[src/rtl/muldiv_pkg.sv]
// rtl/muldiv_pkg.sv - shared types, op codes and decode helpers for the multiply/divide unit
package muldiv_pkg;

    typedef enum logic [1:0] {
        ST_IDLE = 2'd0,
        ST_CALC = 2'd1,
        ST_FIX  = 2'd2,
        ST_DONE = 2'd3
    } state_t;

    localparam logic [2:0] OP_MUL    = 3'b000;
    localparam logic [2:0] OP_MULH   = 3'b001;
    localparam logic [2:0] OP_MULHSU = 3'b010;
    localparam logic [2:0] OP_MULHU  = 3'b011;
    localparam logic [2:0] OP_DIV    = 3'b100;
    localparam logic [2:0] OP_DIVU   = 3'b101;
    localparam logic [2:0] OP_REM    = 3'b110;
    localparam logic [2:0] OP_REMU   = 3'b111;

    function automatic logic is_signed_a(input logic [2:0] op);
        return (op == OP_MULH) || (op == OP_MULHSU) || (op == OP_DIV) || (op == OP_REM);
    endfunction

    function automatic logic is_signed_b(input logic [2:0] op);
        return (op == OP_MULH) || (op == OP_DIV) || (op == OP_REM);
    endfunction

    function automatic logic is_div(input logic [2:0] op);
        return op[2];
    endfunction

    function automatic logic is_rem(input logic [2:0] op);
        return op[2] & op[1];
    endfunction

endpackage

[src/rtl/muldiv_unit.sv]
// rtl/muldiv_unit.sv - iterative radix-2 RV64M multiply/divide unit with pipeline stall request
module muldiv_unit
    import muldiv_pkg::*;
#(
    parameter int DATA_W = 64,
    parameter int CNT_W  = $clog2(DATA_W) + 1
) (
    input  logic              clk,
    input  logic              arst_n,
    input  logic              enable,
    input  logic              start,
    input  logic              flush,
    input  logic [2:0]        op,
    input  logic [DATA_W-1:0] operand_a,
    input  logic [DATA_W-1:0] operand_b,
    output logic              stall_req,
    output logic              busy,
    output logic              done,
    output logic [DATA_W-1:0] result
);

    localparam logic [DATA_W-1:0] MIN_VAL = {1'b1, {(DATA_W-1){1'b0}}};

    state_t            state_q, state_d;
    logic [CNT_W-1:0]  cnt_q;
    logic [2:0]        op_q;
    logic              neg_a_q, neg_b_q;
    logic [DATA_W-1:0] m_q, hi_q, lo_q, result_q;

    logic              neg_a, neg_b;
    logic [DATA_W-1:0] a_abs, b_abs;
    logic              b_zero, div_ovf, special;
    logic [DATA_W-1:0] special_res;

    logic [DATA_W:0]   add_a, add_b;
    logic              add_cin;
    logic [DATA_W+1:0] add_sum;
    logic [DATA_W-1:0] fix_sel;
    logic              fix_neg;

    always_comb begin
        neg_a   = is_signed_a(op) & operand_a[DATA_W-1];
        neg_b   = is_signed_b(op) & operand_b[DATA_W-1];
        a_abs   = neg_a ? -operand_a : operand_a;
        b_abs   = neg_b ? -operand_b : operand_b;
        b_zero  = (operand_b == '0);
        div_ovf = is_div(op) & ~op[0] & (operand_a == MIN_VAL) & (operand_b == '1);
        special = is_div(op) & (b_zero | div_ovf);
        // Overflow leaves the dividend as quotient and zero as remainder
        if (b_zero) begin
            special_res = is_rem(op) ? operand_a : '1;
        end else begin
            special_res = is_rem(op) ? '0 : operand_a;
        end
    end

    always_comb begin
        state_d = state_q;
        unique case (state_q)
            ST_IDLE: if (start) state_d = special ? ST_DONE : ST_CALC;
            ST_CALC: if (cnt_q == CNT_W'(DATA_W - 1)) state_d = ST_FIX;
            ST_FIX:  state_d = ST_DONE;
            ST_DONE: state_d = ST_IDLE;
            default: state_d = ST_IDLE;
        endcase
        if (flush) state_d = ST_IDLE;
    end

    // One adder: add during multiply, subtract (a + ~b + 1) during divide, increment for negation in FIX
    always_comb begin
        fix_sel = '0;
        fix_neg = 1'b0;
        add_a   = '0;
        add_b   = '0;
        add_cin = 1'b0;
        if (state_q == ST_CALC) begin
            if (is_div(op_q)) begin
                add_a   = {hi_q, lo_q[DATA_W-1]};
                add_b   = ~{1'b0, m_q};
                add_cin = 1'b1;
            end else begin
                add_a = {1'b0, hi_q};
                add_b = lo_q[0] ? {1'b0, m_q} : '0;
            end
        end else if (state_q == ST_FIX) begin
            if (is_div(op_q)) begin
                fix_sel = is_rem(op_q) ? hi_q : lo_q;
                fix_neg = is_rem(op_q) ? neg_a_q : (neg_a_q ^ neg_b_q);
                add_cin = fix_neg;
            end else begin
                fix_sel = (op_q == OP_MUL) ? lo_q : hi_q;
                fix_neg = neg_a_q ^ neg_b_q;
                // Carry into the high half of a 2W negation only when the low half is zero
                add_cin = fix_neg & ((op_q == OP_MUL) | (lo_q == '0));
            end
            add_a = {1'b0, fix_neg ? ~fix_sel : fix_sel};
        end
        add_sum = {1'b0, add_a} + {1'b0, add_b} + {{(DATA_W+1){1'b0}}, add_cin};
    end

    always_ff @(posedge clk) begin
        if (!arst_n) begin
            state_q  <= ST_IDLE;
            cnt_q    <= '0;
            op_q     <= '0;
            neg_a_q  <= 1'b0;
            neg_b_q  <= 1'b0;
            m_q      <= '0;
            hi_q     <= '0;
            lo_q     <= '0;
            result_q <= '0;
        end else if (enable) begin
            state_q <= state_d;
            if (!flush) begin
                unique case (state_q)
                    ST_IDLE: begin
                        if (start) begin
                            if (special) begin
                                result_q <= special_res;
                            end else begin
                                op_q    <= op;
                                neg_a_q <= neg_a;
                                neg_b_q <= neg_b;
                                m_q     <= is_div(op) ? b_abs : a_abs;
                                lo_q    <= is_div(op) ? a_abs : b_abs;
                                hi_q    <= '0;
                                cnt_q   <= '0;
                            end
                        end
                    end
                    ST_CALC: begin
                        cnt_q <= cnt_q + CNT_W'(1);
                        if (is_div(op_q)) begin
                            if (add_sum[DATA_W+1]) begin
                                hi_q <= add_sum[DATA_W-1:0];
                                lo_q <= {lo_q[DATA_W-2:0], 1'b1};
                            end else begin
                                hi_q <= {hi_q[DATA_W-2:0], lo_q[DATA_W-1]};
                                lo_q <= {lo_q[DATA_W-2:0], 1'b0};
                            end
                        end else begin
                            hi_q <= add_sum[DATA_W:1];
                            lo_q <= {add_sum[0], lo_q[DATA_W-1:1]};
                        end
                    end
                    ST_FIX:  result_q <= add_sum[DATA_W-1:0];
                    default: ;
                endcase
            end
        end
    end

    assign busy      = (state_q == ST_CALC) || (state_q == ST_FIX);
    assign done      = (state_q == ST_DONE);
    assign stall_req = busy | ((state_q == ST_IDLE) & start & ~flush);
    assign result    = result_q;

endmodule

[config.mk]
export PLATFORM = sky130hd
export DESIGN_NAME = muldiv_unit
export DESIGN_NICKNAME = d
export VERILOG_FILES = /design/src/rtl/muldiv_pkg.sv /design/src/rtl/muldiv_unit.sv
export SDC_FILE = /design/constraint.sdc
export NUM_CORES = 1
export LEC_CHECK = 0
export ABC_AREA = 1
export CAP_MARGIN = 20
export CELL_PAD_IN_SITES_DETAIL_PLACEMENT = 1
export CELL_PAD_IN_SITES_GLOBAL_PLACEMENT = 1
export CORE_MARGIN = 2
export CORE_UTILIZATION = 30
export CTS_CLUSTER_DIAMETER = 200
export DETAILED_ROUTE_END_ITERATION = 10
export PLACE_DENSITY_LB_ADDON = 0.1
export SKIP_CTS_REPAIR_TIMING = 1
export SLEW_MARGIN = 30
export SYNTH_ARGS = -nofsm -noshare
export SYNTH_HDL_FRONTEND = slang
export SYNTH_SLANG_ARGS = --single-unit
[constraint.sdc]
create_clock -name clk -period 7.1 [get_ports clk]
set_clock_uncertainty 0.05 [all_clocks]
set_input_delay 2.13 -clock clk [delete_from_list [all_inputs] [get_ports clk]]
set_output_delay 2.13 -clock clk [all_outputs]
set_load 0.02 [all_outputs]
Word-level counts from Yosys, hierarchy flattened
Index checks and enable logic that the tools add are counted.
{"block": "word_totals", "out_inout_bits": 67, "inputBits": 136, "reg_bits": 270, "word_cells": 113}
{"block": "op_classes", "muxes": 48, "addsub": 5, "n_bitwise": 20, "n_reduce_logical": 16, "n_eq_ne": 15}
{"operator": "two-way mux 64 bit", "count": 24}
{"operator": "one-hot mux 64 bit (2 select lines)", "count": 3}
{"operator": "two-way mux 65 bit", "count": 4}
{"operator": "equality test 64 bit (second input constant)", "count": 2}
{"operator": "zero test 64 bit", "count": 2}
{"operator": "negation 64 bit", "count": 2}
{"operator": "adder 65 x 65 -> 66 bit", "count": 1}
{"operator": "adder 66 x 1 -> 66 bit", "count": 1}
{"operator": "NOT 64 -> 65 bit", "count": 1}
{"operator": "NOT 64 bit", "count": 1}
{"operator": "AND reduction 5 bit", "count": 3}
{"operator": "two-way mux 7 bit", "count": 2}
{"operator": "one-hot mux 7 bit (2 select lines)", "count": 1}
{"operator": "AND 1 bit", "count": 11}
{"operator": "two-way mux 1 bit", "count": 9}
{"operator": "two-way mux 2 bit", "count": 4}
{"operator": "one-hot mux 2 bit (4 select lines)", "count": 1}
{"operator": "adder 7 x 1 -> 7 bit (second input constant)", "count": 1}
{"operator": "equality test 7 x 6 -> 1 bit (second input constant)", "count": 1}
{"operator": "equality test 3 bit (second input constant)", "count": 2}
{"operator": "logical OR 1 bit", "count": 6}
{"operator": "inequality test 2 bit (second input constant)", "count": 3}
{"operator": "inequality test 3 bit (second input constant)", "count": 2}
{"operator": "equality test 2 bit (second input constant)", "count": 2}
{"operator": "10 further kinds", "count": 15}

Logic depth before layout (Yosys ltp)
{"block": "depth", "word_depth": 14, "mapped_depth": 30, "mapped_depth_nobuf": 27}

Least setup slack after synthesis
No wires, ideal clock.
{"block": "synth_timing", "kind": "in2out", "startpoint": "input port flush", "endpoint": "output port stall_req", "arrival_ns": 2.426, "setup_slack_ns": 2.494, "cell_stages": 3, "path_buffers": 0, "required_time_ns": 4.920, "cell_sequence": "nor2_1 > nand2_1 > nand2_1"}
{"block": "synth_between", "elab_chain_len": 3}
{"element": "start: declaration", "line_no": "muldiv_unit.sv:12", "text": "input logic flush,"}
{"element": "NOT 1 bit (no source line)"}
{"element": "AND 1 bit", "line_no": "muldiv_unit.sv:155", "text": "assign stall_req = busy | ((state_q == ST_IDLE) & start & ~flush);"}
{"element": "OR 1 bit", "line_no": "muldiv_unit.sv:155"}
{"element": "end: declaration", "line_no": "muldiv_unit.sv:16", "text": "output logic stall_req,"}
Every way passes these cells.

Worst setup path in the final report
{"block": "layout_timing", "startpoint": "input port operand_a[60]", "endpoint": "register hi_q[54]"}
{"block": "layout_between", "elab_chain_len": 7}
{"element": "start: declaration", "line_no": "muldiv_unit.sv:14", "text": "input logic [DATA_W-1:0] operand_a,"}
{"element": "equality test 64 bit", "line_no": "muldiv_unit.sv:47", "text": "div_ovf = is_div(op) & ~op[0] & (operand_a == MIN_VAL) & (operand_b == '1);"}
{"element": "AND 1 bit (2 in a row)", "line_no": "muldiv_unit.sv:47"}
{"element": "OR 1 bit", "line_no": "muldiv_unit.sv:48", "text": "special = is_div(op) & (b_zero | div_ovf);"}
{"element": "AND 1 bit", "line_no": "muldiv_unit.sv:48"}
{"element": "inequality test 2 bit (no source line)"}
{"element": "AND reduction 5 bit (no source line)"}
{"element": "end signal: assignment", "line_no": "muldiv_unit.sv:135", "text": "hi_q <= add_sum[DATA_W-1:0];"}
{"element": "end signal: assignment", "line_no": "muldiv_unit.sv:138", "text": "hi_q <= {hi_q[DATA_W-2:0], lo_q[DATA_W-1]};"}
{"element": "end signal: assignment", "line_no": "muldiv_unit.sv:142", "text": "hi_q <= add_sum[DATA_W:1];"}
{"element": "end: declaration", "line_no": "muldiv_unit.sv:28", "text": "logic [DATA_W-1:0] m_q, hi_q, lo_q, result_q;"}
Every way passes these cells.
A chain may end at the register's enable or synchronous reset.

==> metrics.log <==
[metrics] delay of the slowest cell on the worst path: 0.61 ns
[metrics] HPWL after DPL: around 140 mm
[metrics] end point of the most critical hold path: result[1]
[metrics] number of search-and-repair iterations in the first detailed-routing pass: 5
[metrics] average wire length per cell after detail routing: 26.8 um
[metrics] First DRT Iteration DRCs: 3447
[metrics] vertical die dimension: 312 um
[metrics] Max-Slew Margin vs Limit: 0.273
[metrics] number of rows in the core area: 112
[metrics] post-synthesis area per instance: 5.55 sq um
[metrics] CTS tree: done
[metrics] Root Driver: clkbuf_16
[metrics] number of enable-type register cells in the synthesized netlist: 0
[metrics] post-route clock period utilization: 0.847
[metrics] Max Cap Violations: 0
[metrics] type of the setup path with the least slack: primary input to flop
[metrics] Global Route Usage Sum: 0.343
[metrics] number of clock buffers inserted by TritonCTS: 35
[metrics] leakage power total: about 0.014 uW
[metrics] data arrival time of the critical path: between 6 and 7 ns
[metrics] Slew Viols, Final: 0
[metrics] share of Yosys cell area claimed by the top area cell type: 0.190
[metrics] Tightest Hold Check Type: flop to flop
[metrics] Sum Neg Setup Slack: 0 ns
[metrics] antenna violations before repair: 5
[metrics] final cell count without fillers: 6419
[metrics] number of vias in the routed layout: ~36000
[metrics] count of boundary I/O pins: approximately 200
[metrics] ys flop type: dfxtp_1
[metrics] H-tree depth reported by CTS: 2
[metrics] Max VDD drop: 108 uV
[metrics] instance count after placement with tap cells included: ~6400
[metrics] Hold Path Stages: 2
[metrics] weighted congestion at the end of routability-driven global placement: 1.00
[metrics] worst reg2reg startpoint: state_q[1]
[metrics] count of input and output buffers: 202
[metrics] area added between synthesis and finish: 15.3%
[metrics] vias per inst: between 5 and 6
[metrics] starting density of the core: 0.304
[metrics] Seq cells post-synth: 270
[metrics] horizontal die dimension: 312 um
[metrics] endpoint of the most critical register-to-register path: hi_q[28]
[metrics] Clock Tree Buf Depth: 3
[metrics] # clock sinks: 270
[metrics] largest area contributor in the netlist: dfxtp_1
[metrics] layout net count: 5350
[metrics] type of element capturing the critical path: flop
[metrics] CP cell instances: clkdlybuf4s50_1, nor2_1, nand4_1, nor3_1, nand2_1, nor2_1, nand2_1, nand2_2, nand3_4, nand2_4, inv_4, buf_12, o21ai_0, a21oi_1
[metrics] maximum operating frequency: 0.166 GHz
[metrics] Post-Synthesis Cell Area: 0.0284 sq mm
[metrics] vias in the first global route: about 34000
[metrics] launch point of the worst hold path: result[1]
[metrics] outcome: completed
[metrics] PwrDens: ~150 mW/mm^2
[metrics] Register-to-Register Setup Slack: between 1.5 and 2 ns
[metrics] net count after synthesis: 5322
[metrics] post-route antenna net violation count: 0
[metrics] routed wire length: 172 mm
[metrics] final critical path time including I/O delays and setup: between 6 and 7 ns
[metrics] wire length of the first global-routing pass: 246 mm
[metrics] count of unique library cells instantiated by Yosys: 54
[metrics] Final Hold Vio Count: 0
[metrics] cell types occupying the most area after synthesis: dfxtp_1 (19%), nand2_1 (17%), nor2_1 (10%)
[metrics] overall die area: just under 0.1 sq mm
[metrics] slew at the pin closest to its max-slew limit: 1.09 ns
[metrics] r2r worst-path depth: 21
[metrics] final-layout fill cell count: 12656
[metrics] proportion of layout cells with a drive suffix above 1: 0.0327
[metrics] source-to-sink clock delay at the later pin of the worst-skew pair: 0.56 ns
[metrics] grt ovf: 0
[metrics] proportion of synthesized chip area in sequential cells: 0.190
[metrics] library cell contributing the largest single delay on the critical path: clkdlybuf4s50_1
[metrics] clock transition at the registers of the reported paths: 0.06 ns
[metrics] largest fanout on the critical path: 74
[metrics] CP Data Required Time: 7.47 ns
[metrics] unrepaired setup endpoints after global routing: no
[metrics] maximum number of pins on one net before global-route repair: 178
[metrics] Cells after Synth: 5111
[metrics] Post-route DRC: 0
[metrics] number of endpoints failing setup at the final stage: 0
[metrics] Critical Path Start Type: primary input
[metrics] area of the core: 0.0935 sq mm
[metrics] count of yosys warnings during synthesis: 0
[metrics] asr flop ratio synth: 0
[cell usage after synthesis, drive strengths merged (2+ instances only)]
cell and n:
nor4 24, nand3b 32, nor3b 4, xor2 145
o2bb2ai 2, and2 2, inv 535, xnor2 17
o21ai 581, or2 4, o221ai 63, o21bai 16
fa 2, nor2 800, o2111ai 2, a21oi 288
o211ai 72, mux2i 2, o21a 3, a211oi 14
o22ai 5, nand2 1281, a21o 3, a221oi 2
and3 5, dfxtp 270, a22oi 59, buf 90
clkinv 3, ha 73, nand3 386, nand4 62
clkbuf 185, nor3 75
[registers in the layout, indices dropped and copies added (netlist names)]
register / flops
neg_a_q: 1
op_q: 3
hi_q: 64
result: 64
state_q: 2
lo_q: 64
m_q: 64
cnt_q: 7
neg_b_q: 1
[worst max-delay path: cells and delay by family]
kind	cells	cell delay (ns)
AO/OA/AOI/OAI	2	0.28
AND/OR/NAND/NOR	9	2.58
buffers and inverters	3	1.30
[cell families (layout without fill, tap and decap cells)]
logic type / Yosys count / in the layout / synth area share
xor+xnor: 162 / 162 / 0.0500
buf+inv: 813 / 865 / 0.113
fa+ha+maj: 75 / 75 / 0.0336
compound gates: 1113 / 1113 / 0.221
mux: 2 / 2 / 0.000705
flops: 270 / 270 / 0.190
other cells: 0 / 2 / 0
simple gates: 2676 / 2676 / 0.391
[power by group]
part	leakage (uW)	internal, uW	total [uW]	switching (uW)
Clock	0.000623	1250	2040	791
Combinational	0.0107	357	1240	878
Sequential	0.00220	1580	1660	85.9
[worst max path at each step]
stage,cells past startpoint,endpoint,slack (ns),from
global route,14,hi_q[54],1.05,operand_a[60]
global placement,15,hi_q[53],0.64,operand_a[60]
finish,14,hi_q[54],1.08,operand_a[60]
floorplan,3,stall_req,2.49,flush
CTS,15,hi_q[53],1.16,operand_a[60]
detailed placement,15,hi_q[53],0.61,operand_a[60]
[metrics by stage]
stage	utilization	total power, uW	area [sq um]	hold WS (ns)	setup WS (ns)
3_3_place_gp	0.336	2880	31400	0.405	0.644
5_1_grt	0.350	5110	32700	0.447	1.05
4_1_cts	0.350	4930	32700	0.428	1.16
3_5_place_dp	0.336	2890	31400	0.415	0.609
2_1_floorplan	-	2330	28400	0.395	2.49
6_report	0.350	4940	32700	0.426	1.08
[placed cells by master, fill, tap and decap left out, types with 5 or more instances in the layout]
cell             Yosys  layout
nand2_1           1275    1272
nor2_1             793     790
inv_1              531     528
o21ai_0            525     524
nand3_1            382     381
a21oi_1            288     288
dfxtp_1            270     269
clkdlybuf4s50_1      0     200
xor2_1             145     145
nor3_1              74      74
ha_1                73      73
o211ai_1            72      72
o221ai_1            63      63
nand4_1             61      61
a22oi_1             59      59
buf_4                5      57
o21ai_1             53      53
clkbuf_16            0      35
nand3b_1            32      32
nor4_1              24      24
xnor2_1             17      17
o21bai_1            16      16
a211oi_1            14      14
clkbuf_8             0       9
buf_12               0       8
bufinv_16            0       7
clkinv_2             0       6
nor2_2               5       6
nand2_2              4       6
inv_2                3       5
o22ai_1              5       5
and3_1               5       5
[final cells by class]
cell class	count	area [sq um]	share of cell area
Multi-Input combinational cell	4028	19800	0.606
Clock buffer	47	1010	0.0309
Tap cell	1254	1570	0.0480
Sequential cell	270	5410	0.165
Clock inverter	14	255	0.00780
Antenna cell	2	5.00	0.000153
Inverter	538	2020	0.0619
Timing Repair Buffer	266	2600	0.0795
[layer usage]
| metal | track usage | wire, um | vias to the layer above |
|---|---|---|---|
| met3 | 0.0364 | 10600 | 201 |
| met4 | 0.152 | 8770 | 2 |
| met5 | 0 | 13 | - |
| li1 | - | - | 16861 |
| met2 | 0.528 | 74100 | 1263 |
| met1 | 0.480 | 78900 | 17361 |
No activity file was read; power rests on OpenSTA's default activity.
